$ cat src/rtl/mult_sched_pkg.sv
// Shared types and constants for the multiplier scheduler.
package mult_sched_pkg;

  localparam int unsigned DP_WIDTH_DEF = 5;
  localparam int unsigned MUL_LATENCY  = 2 * DP_WIDTH_DEF;

  // One-hot scheduler states
  typedef enum logic [3:0] {
    S_IDLE  = 4'b0001,
    S_ISSUE = 4'b0010,
    S_WAIT  = 4'b0100,
    S_DELIV = 4'b1000
  } state_t;

  // Watchdog limit: core latency plus a small margin
  function automatic int unsigned tmo_cycles(input int unsigned dp_width);
    return 2 * dp_width + 4;
  endfunction

endpackage

$ cat src/rtl/mult_scheduler_if.sv
// Requester-side bus of the multiplier scheduler.
interface mult_scheduler_if import mult_sched_pkg::*; #(
  parameter int unsigned DP_WIDTH = DP_WIDTH_DEF,
  parameter int unsigned N_REQ    = 4
);

  logic [N_REQ-1:0]          req;
  logic [N_REQ*DP_WIDTH-1:0] op_a;
  logic [N_REQ*DP_WIDTH-1:0] op_b;
  logic [N_REQ-1:0]          ack;
  logic [N_REQ-1:0]          done;
  logic [2*DP_WIDTH-1:0]     result;

  modport master (output req, op_a, op_b, input ack, done, result);
  modport slave  (input req, op_a, op_b, output ack, done, result);

endinterface

$ cat src/rtl/mult_scheduler_rr_arbiter.sv
// Combinational round-robin arbiter: searches upward from last_grant+1.
module rr_arbiter #(
  parameter int unsigned N_REQ = 4
) (
  input  logic [N_REQ-1:0]         req,
  input  logic [$clog2(N_REQ)-1:0] last_grant,
  output logic [N_REQ-1:0]         grant_c,
  output logic [$clog2(N_REQ)-1:0] grant_idx_c,
  output logic                     grant_vld_c
);

  localparam int unsigned IDX_W = $clog2(N_REQ);

  int unsigned j;

  // First requester above the last grant wins, wrapping around
  always_comb begin
    grant_c     = '0;
    grant_idx_c = '0;
    grant_vld_c = 1'b0;
    j           = 0;
    for (int unsigned k = 1; k <= N_REQ; k++) begin
      j = (32'(last_grant) + k) % N_REQ;
      if (!grant_vld_c && req[IDX_W'(j)]) begin
        grant_vld_c         = 1'b1;
        grant_idx_c         = IDX_W'(j);
        grant_c[IDX_W'(j)]  = 1'b1;
      end
    end
  end

endmodule

$ cat src/rtl/mult_scheduler.sv
// Shares one shift-add multiplier core among N_REQ round-robin requesters.
module mult_scheduler import mult_sched_pkg::*; #(
  parameter int unsigned DP_WIDTH   = DP_WIDTH_DEF,
  parameter int unsigned N_REQ      = 4,
  parameter int unsigned TMO_CYCLES = tmo_cycles(DP_WIDTH)
) (
  input  logic                  clock,
  input  logic                  reset_b,
  mult_scheduler_if.slave       rq,
  output logic                  busy,
  output logic                  err,
  output logic                  mul_start,
  output logic [DP_WIDTH-1:0]   mul_multiplicand,
  output logic [DP_WIDTH-1:0]   mul_multiplier,
  input  logic [2*DP_WIDTH-1:0] mul_product,
  input  logic                  mul_ready
);

  localparam int unsigned PW    = 2 * DP_WIDTH;
  localparam int unsigned IDX_W = $clog2(N_REQ);
  localparam int unsigned CNT_W = $clog2(TMO_CYCLES + 1);

  state_t               state_q, state_d;
  logic [DP_WIDTH-1:0]  opa_q, opa_d, opb_q, opb_d;
  logic [IDX_W-1:0]     owner_q, owner_d, last_q, last_d;
  logic [N_REQ-1:0]     ack_q, ack_d, done_q, done_d;
  logic [PW-1:0]        result_q, result_d;
  logic                 busy_q, busy_d, err_q, err_d;
  logic [CNT_W-1:0]     tmo_q, tmo_d;

  logic [N_REQ-1:0]     grant_c;
  logic [IDX_W-1:0]     grant_idx_c;
  logic                 grant_vld_c;

  rr_arbiter #(.N_REQ(N_REQ)) u_arb (
    .req         (rq.req),
    .last_grant  (last_q),
    .grant_c     (grant_c),
    .grant_idx_c (grant_idx_c),
    .grant_vld_c (grant_vld_c)
  );

  // Start is only meaningful while the core sits idle
  assign mul_start = (state_q == S_ISSUE) && mul_ready;

  // Next-state and registered-output computation
  always_comb begin
    state_d  = state_q;
    opa_d    = opa_q;
    opb_d    = opb_q;
    owner_d  = owner_q;
    last_d   = last_q;
    ack_d    = '0;
    done_d   = '0;
    result_d = result_q;
    err_d    = err_q;
    tmo_d    = tmo_q;
    case (state_q)
      S_IDLE: begin
        if (grant_vld_c && mul_ready) begin
          for (int unsigned i = 0; i < N_REQ; i++) begin
            if (grant_idx_c == IDX_W'(i)) begin
              opa_d = rq.op_a[i*DP_WIDTH +: DP_WIDTH];
              opb_d = rq.op_b[i*DP_WIDTH +: DP_WIDTH];
            end
          end
          owner_d = grant_idx_c;
          last_d  = grant_idx_c;
          ack_d   = grant_c;
          state_d = S_ISSUE;
        end
      end
      S_ISSUE: begin
        if (mul_start) begin
          tmo_d   = '0;
          state_d = S_WAIT;
        end
      end
      S_WAIT: begin
        if (mul_ready) begin
          result_d        = mul_product;
          done_d          = '0;
          done_d[owner_q] = 1'b1;
          state_d         = S_DELIV;
        end else if (tmo_q == CNT_W'(TMO_CYCLES - 1)) begin
          err_d   = 1'b1;
          state_d = S_IDLE;
        end else begin
          tmo_d = tmo_q + CNT_W'(1);
        end
      end
      S_DELIV: state_d = S_IDLE;
      default: state_d = S_IDLE;
    endcase
    busy_d = (state_d != S_IDLE);
  end

  // State and output registers
  always_ff @(posedge clock or negedge reset_b) begin
    if (!reset_b) begin
      state_q  <= S_IDLE;
      opa_q    <= '0;
      opb_q    <= '0;
      owner_q  <= '0;
      last_q   <= IDX_W'(N_REQ - 1);
      ack_q    <= '0;
      done_q   <= '0;
      result_q <= '0;
      busy_q   <= 1'b0;
      err_q    <= 1'b0;
      tmo_q    <= '0;
    end else begin
      state_q  <= state_d;
      opa_q    <= opa_d;
      opb_q    <= opb_d;
      owner_q  <= owner_d;
      last_q   <= last_d;
      ack_q    <= ack_d;
      done_q   <= done_d;
      result_q <= result_d;
      busy_q   <= busy_d;
      err_q    <= err_d;
      tmo_q    <= tmo_d;
    end
  end

  assign rq.ack           = ack_q;
  assign rq.done          = done_q;
  assign rq.result        = result_q;
  assign busy             = busy_q;
  assign err              = err_q;
  assign mul_multiplicand = opa_q;
  assign mul_multiplier   = opb_q;

endmodule

$ cat src/flat_wrapper.sv
// flat-port wrapper written by rule: the top's interface ports become plain ports
module mult_scheduler_flat import mult_sched_pkg::*;
#(
  parameter int unsigned DP_WIDTH   = DP_WIDTH_DEF,
  parameter int unsigned N_REQ      = 4,
  parameter int unsigned TMO_CYCLES = tmo_cycles(DP_WIDTH)
)
  (clock, reset_b, busy, err, mul_start, mul_multiplicand, mul_multiplier, mul_product, mul_ready, rq_req, rq_op_a, rq_op_b, rq_ack, rq_done, rq_result);
  mult_scheduler_if #(.DP_WIDTH(DP_WIDTH), .N_REQ(N_REQ)) rq_i ();
  input  logic clock;
  input  logic reset_b;
  output logic busy;
  output logic err;
  output logic mul_start;
  output logic [DP_WIDTH-1:0] mul_multiplicand;
  output logic [DP_WIDTH-1:0] mul_multiplier;
  input  logic [2*DP_WIDTH-1:0] mul_product;
  input  logic mul_ready;
  input wire logic [$bits(rq_i.req)-1:0] rq_req;
  input wire logic [$bits(rq_i.op_a)-1:0] rq_op_a;
  input wire logic [$bits(rq_i.op_b)-1:0] rq_op_b;
  output wire logic [$bits(rq_i.ack)-1:0] rq_ack;
  output wire logic [$bits(rq_i.done)-1:0] rq_done;
  output wire logic [$bits(rq_i.result)-1:0] rq_result;
  assign rq_i.req = rq_req;
  assign rq_i.op_a = rq_op_a;
  assign rq_i.op_b = rq_op_b;
  assign rq_ack = rq_i.ack;
  assign rq_done = rq_i.done;
  assign rq_result = rq_i.result;
  mult_scheduler #(.DP_WIDTH(DP_WIDTH), .N_REQ(N_REQ), .TMO_CYCLES(TMO_CYCLES)) u_core (.clock(clock), .reset_b(reset_b), .rq(rq_i), .busy(busy), .err(err), .mul_start(mul_start), .mul_multiplicand(mul_multiplicand), .mul_multiplier(mul_multiplier), .mul_product(mul_product), .mul_ready(mul_ready));
endmodule
$ cat config.mk
export PLATFORM = sky130hd
export DESIGN_NAME = mult_scheduler_flat
export DESIGN_NICKNAME = d
export VERILOG_FILES = /design/src/rtl/mult_sched_pkg.sv /design/src/rtl/mult_scheduler_if.sv /design/src/rtl/mult_scheduler_rr_arbiter.sv /design/src/rtl/mult_scheduler.sv /design/src/flat_wrapper.sv
export SDC_FILE = /design/constraint.sdc
export NUM_CORES = 1
export LEC_CHECK = 0
export ABC_AREA = 1
export BUFFER_PORTS_ARGS = -buffer_cell sky130_fd_sc_hd__buf_2
export CORE_MARGIN = 2
export CORE_UTILIZATION = 40
export DETAILED_ROUTE_END_ITERATION = 8
export PLACE_DENSITY = 0.73
export REMOVE_ABC_BUFFERS = 1
export SYNTH_ARGS = -nofsm -noshare
export SYNTH_HDL_FRONTEND = slang
export SYNTH_SLANG_ARGS = --single-unit
$ cat constraint.sdc
create_clock -name clock -period 4.8 [get_ports clock]
set_clock_uncertainty 0.15 [all_clocks]
set_input_delay 0.96 -clock clock [delete_from_list [all_inputs] [get_ports clock]]
set_output_delay 0.96 -clock clock [all_outputs]
set_load 0.01 [all_outputs]
==> impl_metrics.env <==
export IMPL_synthDistinctLibCells=34
export IMPL_period_minus_slack_ns=3.45
export IMPL_power_frac_comb_pct=63.2
export IMPL_r2r_cells=12
export IMPL_p_switching_uw=1220
export IMPL_synth_edff_count=0
export IMPL_finalSetupViolCount=0
export IMPL_critical_path_class="flip-flop to flip-flop"
export IMPL_p_int_uw=1180
export IMPL_grt_overflow=0
export IMPL_ctsHoldBuffers=0
export IMPL_ios=88
export IMPL_viasPerCell=4.77
export IMPL_pwr_share_clk_pct=11.8
export IMPL_cts_sinks=42
export IMPL_die_w_um=84.4
export IMPL_htree_num_levels=2
export IMPL_dieHeight_um=84.4
export IMPL_ys_warn_count=0
export IMPL_vdd_ir_drop_max_mv=0.365
export IMPL_first_global_vias=2347
export IMPL_wl_per_cell_um=11.9
export IMPL_min_path_type="flip-flop to flip-flop"
export IMPL_firstDrtPassIters=4
export IMPL_clkTransAtPathRegs_ns=0.08
export IMPL_tritoncts="built"
export IMPL_crit_required_ns=4.83
export IMPL_post_dp_hpwl_um=4810
export IMPL_core_rowCount=29
export IMPL_worst_pin_slew_ns=1.05
export IMPL_rrSetupSlack_ns=1.35
export IMPL_ant_nets=0
export IMPL_grt_pass1_wl_um=10600
export IMPL_arrival_ns=3.48
export IMPL_cts_buffer_depth=2
export IMPL_cts_buffers=5
export IMPL_place_gp_congestion=0.858
export IMPL_ys_ff_latch=42
export IMPL_hold_viol=0
export IMPL_final_nets=507
export IMPL_synthFlopType="dfrtp_1"
export IMPL_worstHoldPathCells=1
export IMPL_power_per_cell_area_mw_per_mm2=759
export IMPL_p_seq_share_pct=24.9
export IMPL_syn_avg_cell_area_um2=7.27
export IMPL_maxSlewHeadroom_pct=29.8
export IMPL_drt_wl_total_um=6150
export IMPL_worst_setup_path_start_kind="flip-flop"
export IMPL_drt_iter0_drc=114
export IMPL_maxCapViolations=0
export IMPL_cts_resized=0
export IMPL_drv_slew=0
export IMPL_die_area_mm2=0.00713
export IMPL_fin_crit_sh_pct=71.8
export IMPL_nFillCells=636
export IMPL_hold_slack_ns=0.311
export IMPL_netlist_area_mm2=0.00259
export IMPL_portBuffers=87
export IMPL_gr_usage_all_layers_pct=18.0
export IMPL_rsz0062_at_grt="no"
export IMPL_switching_share_pct=50.8
export IMPL_p_leak_uw=0.00192
export IMPL_syn_inst=356
export IMPL_grt_antenna_before_repair=0
export IMPL_clock_fmax_mhz=290
export IMPL_vias=2466
export IMPL_drive_gt1_share_pct=26.1
export IMPL_start_util_pct=41.0
export IMPL_cts_root_buffer="clkbuf_8"
export IMPL_antennaDiodeCount=0
export IMPL_grt_max_degree=43
export IMPL_setup_tns_ns=0
export IMPL_cts_setup_buffers=0
export IMPL_drc=0
export IMPL_insertion_delay_ns=0.29
export IMPL_syn2layout_area_growth_pct=22.2
export IMPL_status="finished clean"
export IMPL_worst_path_max_fanout=21
export IMPL_async_flop_share_pct=100
export IMPL_critical_path_endpoint_type="flip-flop"
export IMPL_coreArea_mm2=0.00631
export IMPL_ys_seq_area_share_pct=40.8
-- final timing paths --
| check | from | end |
|---|---|---|
| min in group asynchronous | reset_b | u_core.rq.ack[2] |
| hold / removal | u_core.owner_q[0] | u_core.rq.done[2] |
| setup reg to reg | u_core.last_q[0] | u_core.mul_multiplier[1] |
| setup / recovery | u_core.last_q[0] | u_core.mul_multiplier[1] |
| max in group asynchronous | reset_b | u_core.rq.result[3] |
| hold reg to reg | u_core.owner_q[0] | u_core.rq.done[2] |
-- layout by cell type, fill, tap and decap left out, drive strengths merged, types with 2 or more instances in the layout --
cell and count:
o21ai 31, nor2 15, ha 10, a221oi 2, and3 2, clkbuf 6, a21oi 6, nor3 7
dfrtp 39, o22ai 2, inv 63, nand2 123, dfstp 3, buf 87, nand3 37
-- sequential cells by signal (all words and copies together), names as in the netlist --
register / count
u_core.rq.result: 10
u_core.mul_multiplicand: 5
u_core.mul_multiplier: 5
u_core.rq.ack: 4
u_core.rq.done: 4
u_core.state_q: 4
u_core.tmo_q: 4
u_core.last_q: 2
u_core.owner_q: 2
u_core.busy: 1
u_core.err: 1
-- cell usage after synthesis (4+ instances only) --
cell type	instances	area, µm²
nand3_1	33	165
a21oi_1	5	25.0
buf_2	4	20.0
o21ai_0	23	115
nand2_1	116	435
nor2_1	13	48.8
dfrtp_1	39	976
nand2_2	6	37.5
nor3_1	7	35.0
o21ai_1	6	30.0
ha_1	10	125
inv_1	61	229
-- logic make-up after synthesis --
| logic type | Yosys count | share of synthesized area (%) |
|---|---|---|
| fa+ha+maj | 10 | 4.84 |
| buf+inv | 73 | 12.1 |
| compound gates | 44 | 9.67 |
| simple gates | 187 | 32.6 |
| flops | 42 | 40.8 |
-- worst max-delay path, stage by stage, from the launching register on --
cell,delay (ns)
dfstp_2,0.70
inv_6,0.10
ha_1,0.37
inv_1,0.13
nand3_2,0.11
nand2_4,0.11
inv_4,0.06
nand3_4,0.09
o21ai_1,0.09
nor2_1,0.80
inv_1,0.39
nand2_1,0.16
nand2_1,0.07
-- cell type report --
cell class,instances,area (µm²),share of cell area (%)
Inverter,63,244,7.71
Timing Repair Buffer,87,435,13.8
Clock inverter,1,30.0,0.949
Clock buffer,6,82.6,2.61
Tap cell,77,96.3,3.05
Sequential cell,42,1050,33.3
Multi-Input combinational cell,241,1220,38.6
-- power groups by stage --
stage	sequential, µW	combinational [µW]	clock (µW)
5_1_grt	618	1720	304
3_3_place_gp	602	1480	0
4_1_cts	600	1520	289
2_1_floorplan	640	1080	0
3_5_place_dp	606	1510	0
6_report	599	1520	284
-- through the flow --
step / total power, µW / cell area, µm² / std cells / utilization [%] / setup WS, ns
2_1_floorplan: 1720 / 2520 / 346 / - / 1.94
3_3_place_gp: 2080 / 3050 / 510 / 48.3 / 1.50
3_5_place_dp: 2120 / 3050 / 510 / 48.3 / 1.35
4_1_cts: 2410 / 3160 / 517 / 50.1 / 1.34
5_1_grt: 2640 / 3160 / 517 / 50.1 / 1.05
6_report: 2400 / 3160 / 517 / 50.1 / 1.35
-- layer usage --
metal | routed length, µm | GRT usage [%] | vias to the layer above
li1 | - | - | 1277
met1 | 2910 | 24.5 | 1102
met4 | 59 | 4.04 | 0
met2 | 2790 | 29.7 | 79
met5 | 0 | 0 | -
met3 | 386 | 4.03 | 8
Note: power is estimated with default switching activity, not from simulation.
